--- config.mk ---
export PLATFORM = sky130hd
export DESIGN_NAME = ff_sqrt_iter_flat
export DESIGN_NICKNAME = d
export VERILOG_FILES = /design/src/rtl/ff_sqrt_iter_if.sv /design/src/rtl/ff_sqrt_iter.sv /design/src/flat_wrapper.sv
export SDC_FILE = /design/constraint.sdc
export NUM_CORES = 1
export LEC_CHECK = 0
export CELL_PAD_IN_SITES_DETAIL_PLACEMENT = 1
export CELL_PAD_IN_SITES_GLOBAL_PLACEMENT = 1
export CORE_UTILIZATION = 30
export DETAILED_ROUTE_END_ITERATION = 8
export HOLD_SLACK_MARGIN = 0.05
export PLACE_DENSITY = 0.71
export SYNTH_ARGS = -nofsm -noshare
export SYNTH_HDL_FRONTEND = slang
export SYNTH_HIERARCHICAL = 1
export SYNTH_SLANG_ARGS = --single-unit
export TNS_END_PERCENT = 100
--- constraint.sdc ---
create_clock -name clk -period 13.8 [get_ports clk]
set_input_delay 2.07 -clock clk [delete_from_list [all_inputs] [get_ports clk]]
set_output_delay 2.07 -clock clk [all_outputs]
set_load 0.05 [all_outputs]
--- src/rtl/ff_sqrt_iter_if.sv ---
// Start/done handshake bundle between the ECC sequencer and the
// GF(2^163) iterated-squaring engine.
interface ff_sqrt_iter_if;
    logic         start;
    logic         sqrt_mode;
    logic [7:0]   count;
    logic [162:0] a;
    logic [162:0] c;
    logic         busy;
    logic         done;

    modport master (
        output start, sqrt_mode, count, a,
        input  c, busy, done
    );

    modport slave (
        input  start, sqrt_mode, count, a,
        output c, busy, done
    );
endinterface

--- src/rtl/ff_sqrt_iter.sv ---
// GF(2^163) square root / a^(2^n) engine, p = x^163+x^7+x^6+x^3+1.
// UNROLL chained squarers per clock; the last step taps the chain early.
module ff_sqr163 (
    input  logic [162:0] x,
    output logic [162:0] y
);
    function automatic logic [162:0] sq(input logic [162:0] v);
        logic [324:0] t;
        t = '0;
        for (int i = 0; i < 163; i++)
            t[2*i] = v[i];
        // x^j = x^(j-163) * (x^7+x^6+x^3+1), folded from the top down
        for (int j = 324; j >= 163; j--) begin
            if (t[j]) begin
                t[j-163] = ~t[j-163];
                t[j-160] = ~t[j-160];
                t[j-157] = ~t[j-157];
                t[j-156] = ~t[j-156];
                t[j]     = 1'b0;
            end
        end
        return t[162:0];
    endfunction

    assign y = sq(x);
endmodule

module ff_sqrt_iter #(
    parameter int UNROLL = 1
) (
    input  logic           clk,
    input  logic           rst,
    ff_sqrt_iter_if.slave  bus
);
    typedef enum logic [1:0] {IDLE, RUN, DONE} state_t;

    localparam logic [7:0] U8 = 8'(UNROLL);

    state_t       state;
    logic [162:0] r;
    logic [7:0]   rem;
    logic [162:0] tap [UNROLL+1];
    logic [162:0] r_next;
    logic [7:0]   k;
    logic [7:0]   rem_next;
    logic [7:0]   n_load;

    assign tap[0] = r;

    for (genvar i = 0; i < UNROLL; i++) begin : g_sq
        ff_sqr163 u_sq (
            .x (tap[i]),
            .y (tap[i+1])
        );
    end

    assign k        = (rem < U8) ? rem : U8;
    assign rem_next = rem - k;
    assign n_load   = bus.sqrt_mode ? 8'd162 : bus.count;

    always_comb begin
        r_next = tap[UNROLL];
        for (int i = 1; i < UNROLL; i++)
            if (rem == 8'(i))
                r_next = tap[i];
    end

    always_ff @(posedge clk or posedge rst) begin
        if (rst) begin
            state    <= IDLE;
            r        <= '0;
            rem      <= '0;
            bus.c    <= '0;
            bus.busy <= 1'b0;
            bus.done <= 1'b0;
        end else begin
            bus.done <= 1'b0;
            unique case (state)
                IDLE, DONE: begin
                    state    <= IDLE;
                    bus.busy <= 1'b0;
                    if (bus.start) begin
                        r   <= bus.a;
                        rem <= n_load;
                        if (n_load == 8'd0) begin
                            bus.c    <= bus.a;
                            bus.done <= 1'b1;
                            state    <= DONE;
                        end else begin
                            bus.busy <= 1'b1;
                            state    <= RUN;
                        end
                    end
                end
                RUN: begin
                    r   <= r_next;
                    rem <= rem_next;
                    if (rem_next == 8'd0) begin
                        bus.c    <= r_next;
                        bus.busy <= 1'b0;
                        bus.done <= 1'b1;
                        state    <= DONE;
                    end
                end
                default: state <= IDLE;
            endcase
        end
    end
endmodule

--- src/flat_wrapper.sv ---
// flat-port wrapper written by rule: the top's interface ports become plain ports
module ff_sqrt_iter_flat 
#(
    parameter int UNROLL = 1
)
  (clk, rst, bus_start, bus_sqrt_mode, bus_count, bus_a, bus_c, bus_busy, bus_done);
  ff_sqrt_iter_if bus_i ();
  input  logic clk;
  input  logic rst;
  input wire logic [$bits(bus_i.start)-1:0] bus_start;
  input wire logic [$bits(bus_i.sqrt_mode)-1:0] bus_sqrt_mode;
  input wire logic [$bits(bus_i.count)-1:0] bus_count;
  input wire logic [$bits(bus_i.a)-1:0] bus_a;
  output wire logic [$bits(bus_i.c)-1:0] bus_c;
  output wire logic [$bits(bus_i.busy)-1:0] bus_busy;
  output wire logic [$bits(bus_i.done)-1:0] bus_done;
  assign bus_i.start = bus_start;
  assign bus_i.sqrt_mode = bus_sqrt_mode;
  assign bus_i.count = bus_count;
  assign bus_i.a = bus_a;
  assign bus_c = bus_i.c;
  assign bus_busy = bus_i.busy;
  assign bus_done = bus_i.done;
  ff_sqrt_iter #(.UNROLL(UNROLL)) u_core (.clk(clk), .rst(rst), .bus(bus_i));
endmodule
### Yosys cells after proc, flatten, opt, wreduce, memory -nomap -nowiden

Index checks and enable logic that the tools add are counted.

| operators by class | value |
|---|---|
| add/sub/neg operators | 1 |
| multipliers | 0 |
| div/mod/pow operators | 0 |
| magnitude comparators | 1 |
| equality and inequality tests | 5 |
| shift-type cells | 0 |
| muxes and demuxes | 274 |
| bitwise gates (word level) | 252 |
| reductions and logical operators | 8 |

Operator list:

| cell | count |
|---|---|
| 2-to-1 mux 163 bit | 4 |
| case mux 163 bit (2 select lines) | 2 |
| NOT 1 bit | 252 |
| 2-to-1 mux 1 bit | 174 |
| 2-to-1 mux 2 bit | 87 |
| 2-to-1 mux 8 bit | 3 |
| logical NOT 8 bit | 2 |
| case mux 8 bit (2 select lines) | 1 |
| less-than comparator 8 x 1 -> 1 bit (second input constant) | 1 |
| subtractor 8 bit | 1 |
| inequality test 2 x 1 -> 1 bit (second input constant) | 2 |
| case mux 1 bit (2 select lines) | 2 |
| case mux 2 bit (2 select lines) | 1 |
| AND reduction 2 bit | 2 |
| AND reduction 4 bit | 1 |
| == test 2 x 1 -> 1 bit (second input constant) | 1 |
| == test 2 bit (second input constant) | 1 |
| logical NOT 2 bit | 1 |
| inequality test 2 bit (second input constant) | 1 |
| nonzero test 2 bit | 1 |
| OR reduction 2 bit | 1 |

| word-level totals | value |
|---|---|
| register bits | 338 |
| bits in latches | 0 |
| bits in writable memories | 0 |
| bits in read-only memories | 0 |
| output and inout bits | 165 |
| word-level logic and storage cells | 547 |
| memories | 0 |

### Depth between registers and ports, before layout

| logic depth | value |
|---|---|
| word-level depth | 16 |
| gate-level depth with buffers | 13 |
| depth with buffers taken out | 9 |

### By module

The synthesis kept the hierarchy.

By module, submodules not included:

| module | times used | cells an instance | area each (sq um) | seq. area each (sq um) |
|---|---|---|---|---|
| ff_sqrt_iter | 1 | 1528 | 15242.1 | 8458.1 |
| ff_sqr163 | 1 | 248 | 2215.9 | 0.0 |

### Least setup slack after synthesis

OpenSTA, ideal clock, no wires.

| path | value |
|---|---|
| kind | input to register |
| start point | in bus_count[0] |
| end point | reg u_core.bus.c[100] |
| library setup time | 0.123 ns |
| arrival | 3.300 ns |
| slack | 10.378 ns |
| cell stages on the path | 6 |
| buffers on the path | 2 |
| cells stage by stage | nor4_1 -> nand4_1 -> clkbuf_1 -> clkbuf_1 -> or2_2 -> o221a_2 |

| on the way | value |
|---|---|
| longest elaborated chain between the ends | 4 |

RTL lines:

| element | RTL line | RTL |
|---|---|---|
| start, declared | flat_wrapper.sv:12 | `input wire logic [$bits(bus_i.count)-1:0] bus_count;` |
| 2-to-1 mux 8 bit | ff_sqrt_iter.sv:59 | `assign n_load = bus.sqrt_mode ? 8'd162 : bus.count;` |
| logical NOT 8 bit | ff_sqrt_iter.sv:85 | `if (n_load == 8'd0) begin` |
| inequality test 2 x 1 -> 1 bit (no line) | n/a |  |
| AND reduction 4 bit (no line) | n/a |  |
| end signal, assigned | ff_sqrt_iter.sv:86 | `bus.c <= bus.a;` |
| end signal, assigned | ff_sqrt_iter.sv:99 | `bus.c <= r_next;` |
| end, declared | ff_sqrt_iter_if.sv:19 | `output c, busy, done` |

No other way between the ends.
A chain may end at the register's enable or synchronous reset.

### Worst setup path after layout

| path | value |
|---|---|
| start point | in bus_start |
| end point | reg u_core.r[12] |

| on the way | value |
|---|---|
| longest elaborated chain between the ends | 2 |

RTL lines:

| element | RTL line | RTL |
|---|---|---|
| start, declared | flat_wrapper.sv:10 | `input wire logic [$bits(bus_i.start)-1:0] bus_start;` |
| inequality test 2 bit (no line) | n/a |  |
| AND reduction 2 bit (no line) | n/a |  |
| end signal, assigned | ff_sqrt_iter.sv:83 | `r <= bus.a;` |
| end signal, assigned | ff_sqrt_iter.sv:96 | `r <= r_next;` |
| end, declared | ff_sqrt_iter.sv:40 | `logic [162:0] r;` |

No other way between the ends.

==> results.md <==
* Outcome: completed
* Slew Limit Fails at 0
* Layout area overhead at 30.1%
* Pin count of the biggest net entering global routing at 165
* Fill count at 6450
* Clock transition at path regs at 0.06 ns
* Synth cell types at 41
* Drt via density at 5.26
* Vias in the first global route at 15900
* Total GRT Usage at 21.8%
* Max Cap Violations at 0
* Hold path startpoint: u_core/bus.c[57]$_DFFE_PP0P_
* Detail Route Antenna Nets at 0
* R2r worst-path depth at 10
* RSZ-0062 raised after global routing: no
* Setup violations, final at 0
* CTS root buf: clkbuf_16
* H-Tree Depth at 2
* Worst R2R Start: u_core/rem[3]$_DFFE_PP0P_
* Post-layout nets at 2212
* Flops & latches, synth at 338
* # rows at 88
* Synth Instances at 1776
* Post-Route WL at 65100 um
* Synth Cell Area at 17500 um2
* Core Footprint at 57600 um2
* Pre-Repair DR Iteration Count at 5
* FMAX at 221 MHz
* Synthesized area per cell at 9.83 um2
* Final Wtd Congestion at 0.866
* CP Data Required Time at 14.27 ns
* Most common cell in the netlist: dfrtp_1
* IO Pins at 340
* DR WL/cell at 23.0 um
* WS Path Type: in -> reg
* Crit path max fanout at 85
* Number of synthesized flops with an enable pin at 0
* TritonCTS clock tree: built
* Post-detail-place hpwl at 44900 um
* Dominant cell type by area after synthesis: dfrtp_1
* Final Hold Violating Endpoints at 0
* Post-CTS Resized at 0
* Diodes inserted at 0
* Critical R2R Capture: u_core/bus.c[105]$_DFFE_PP0P_
* Flop-to-flop setup slack at 9.45 ns
* Rel. slew slack at 24.7%
* P_leak at 0.00911 uW
* First-pass GRT wire length at 99900 um
* Vias at 14900
* Yosys top cell area share at 48.4%
* Port bufs at 339
* Power Density at 261 nW/um2
* DR DRC count at 0
* Setup Buffers After CTS at 0
* 1st-iter DRT viols at 1143
* Maximum VDD drop at 0.000101 V
* Longest Clk Path Bufs at 3
* Initial antenna violation count at 0
* GRT Residual Overflow at 0
* CP endpoint kind: flip-flop
* Ys flop type: dfrtp_1
* Area contributors post-synth: dfrtp_1, xnor2_1, nand2_1, o221a_2, a31oi_1
* TritonCTS Buffers at 40
* Worst-Margin Slew at 1.13 ns
* Hold_buf cts at 0
* Commonest cells in the netlist: dfrtp_1, nand2_1, nor2_1
* Hold crit path type: reg -> reg
* Type of origin of the critical path: input port
* Synth warnings at 6
* TNS Setup at 0 ns
* Die span in x at 243 um
* Fin crit share at 32.8%
* DIE HEIGHT at 243 um
* Post-route minimum period at 4.53 ns
* Post-layout util at 39.4%
* Worst skew pair latency at 0.57 ns
* CTS sink cnt at 338
* Skew final at 0.0196 ns
* Initial core utilization at 30.3%
* Sequential fraction of the synthesis area at 48.4%
* Worst Setup SP: bus_start
* Layout cells sized above 1 at 16.7%
* Synth async-reset ratio at 100%
* Die ar. at 59200 um2
* Worst setup path endpoint: u_core/r[12]$_DFFE_PP0P_
* CP arrival at 5.00 ns
* Post-synth net total at 1952
==> per-layer routing <==
layer  vias up  GRT usage, %  part of all wire, %
met1      7664          29.0                   44
met5         -             0                    0
met3       117          3.37                  4.6
met4         0          8.31                  3.7
met2       431          35.7                   48
li1       6682             -                    -
==> state kept, by name, summed over array words and instances, names as in the netlist <==
| register | flops |
|---|---|
| u_core/bus.c | 163 |
| u_core/r | 163 |
| u_core/rem | 8 |
| u_core/state | 2 |
| u_core/bus.busy | 1 |
| u_core/bus.done | 1 |
==> cell type report <==
type                            count  area (um2)  share of cell area [%]
Multi-Input combinational cell   1298        8400                    37.0
Timing Repair Buffer              355        3530                    15.5
Clock inverter                      5        36.3                   0.160
Sequential cell                   338        8460                    37.2
Clock buffer                       68        1310                    5.76
Inverter                            3        18.8                  0.0826
Tap cell                          765         957                    4.22
==> where the power goes <==
part | internal [uW] | switching, uW
Clock | 643 | 445
Sequential | 1370 | 590
Combinational | 1190 | 1680
Total | 3200 | 2710
==> cells by family after synthesis <==
family	share of synthesized area, %
flops	48.4
simple gates	17.7
fa+ha+maj	0.0717
mux	0.0573
buf+inv	3.65
xor+xnor	12.6
compound gates	17.6
==> critical path, cell delays in order <==
cell             delay [ns]
clkdlybuf4s50_1        0.54
nor2b_4                0.18
buf_4                  0.72
buf_4                  0.90
nand2_1                0.15
a31oi_1                0.23
==> worst min-delay path by stage <==
| stage | to | slack (ns) | cells past startpoint |
|---|---|---|---|
| 3_3_place_gp | u_core/bus.c[57]$_DFFE_PP0P_ | 0.54 | 1 |
| 2_1_floorplan | u_core/r[160]$_DFFE_PP0P_ | 0.51 | 2 |
| 4_1_cts | u_core/bus.c[57]$_DFFE_PP0P_ | 0.55 | 1 |
| 5_1_grt | u_core/bus.c[130]$_DFFE_PP0P_ | 0.56 | 1 |
| 6_report | u_core/bus.c[57]$_DFFE_PP0P_ | 0.55 | 1 |
| 3_5_place_dp | u_core/bus.c[133]$_DFFE_PP0P_ | 0.54 | 1 |
==> through the flow <==
stage	power (uW)	std cells	instance area, um2	setup slack [ns]	hold slack (ns)
floorplan	3830	1776	17500	2.36	0.512
global placement	4700	2759	21400	8.86	0.536
detailed placement	4810	2759	21400	8.79	0.536
CTS	5950	2832	22700	9.37	0.554
global route	6310	2832	22700	9.09	0.561
finish	5920	2832	22700	9.27	0.550
==> layout by cell type, fill, tap and decap left out, drive strengths merged, types with 4 or more instances in the layout <==
cell type / count
o21ai: 4
clkbuf: 68
xor2: 83
a31oi: 163
nor3: 4
nor4: 5
nand2b: 4
or2: 163
xnor2: 159
inv: 5
dfrtp: 338
buf: 16
nor2: 171
nand2: 334
a21oi: 12
clkdlybuf4s50: 339
o221a: 163
Note: power is estimated with default switching activity, not from simulation.
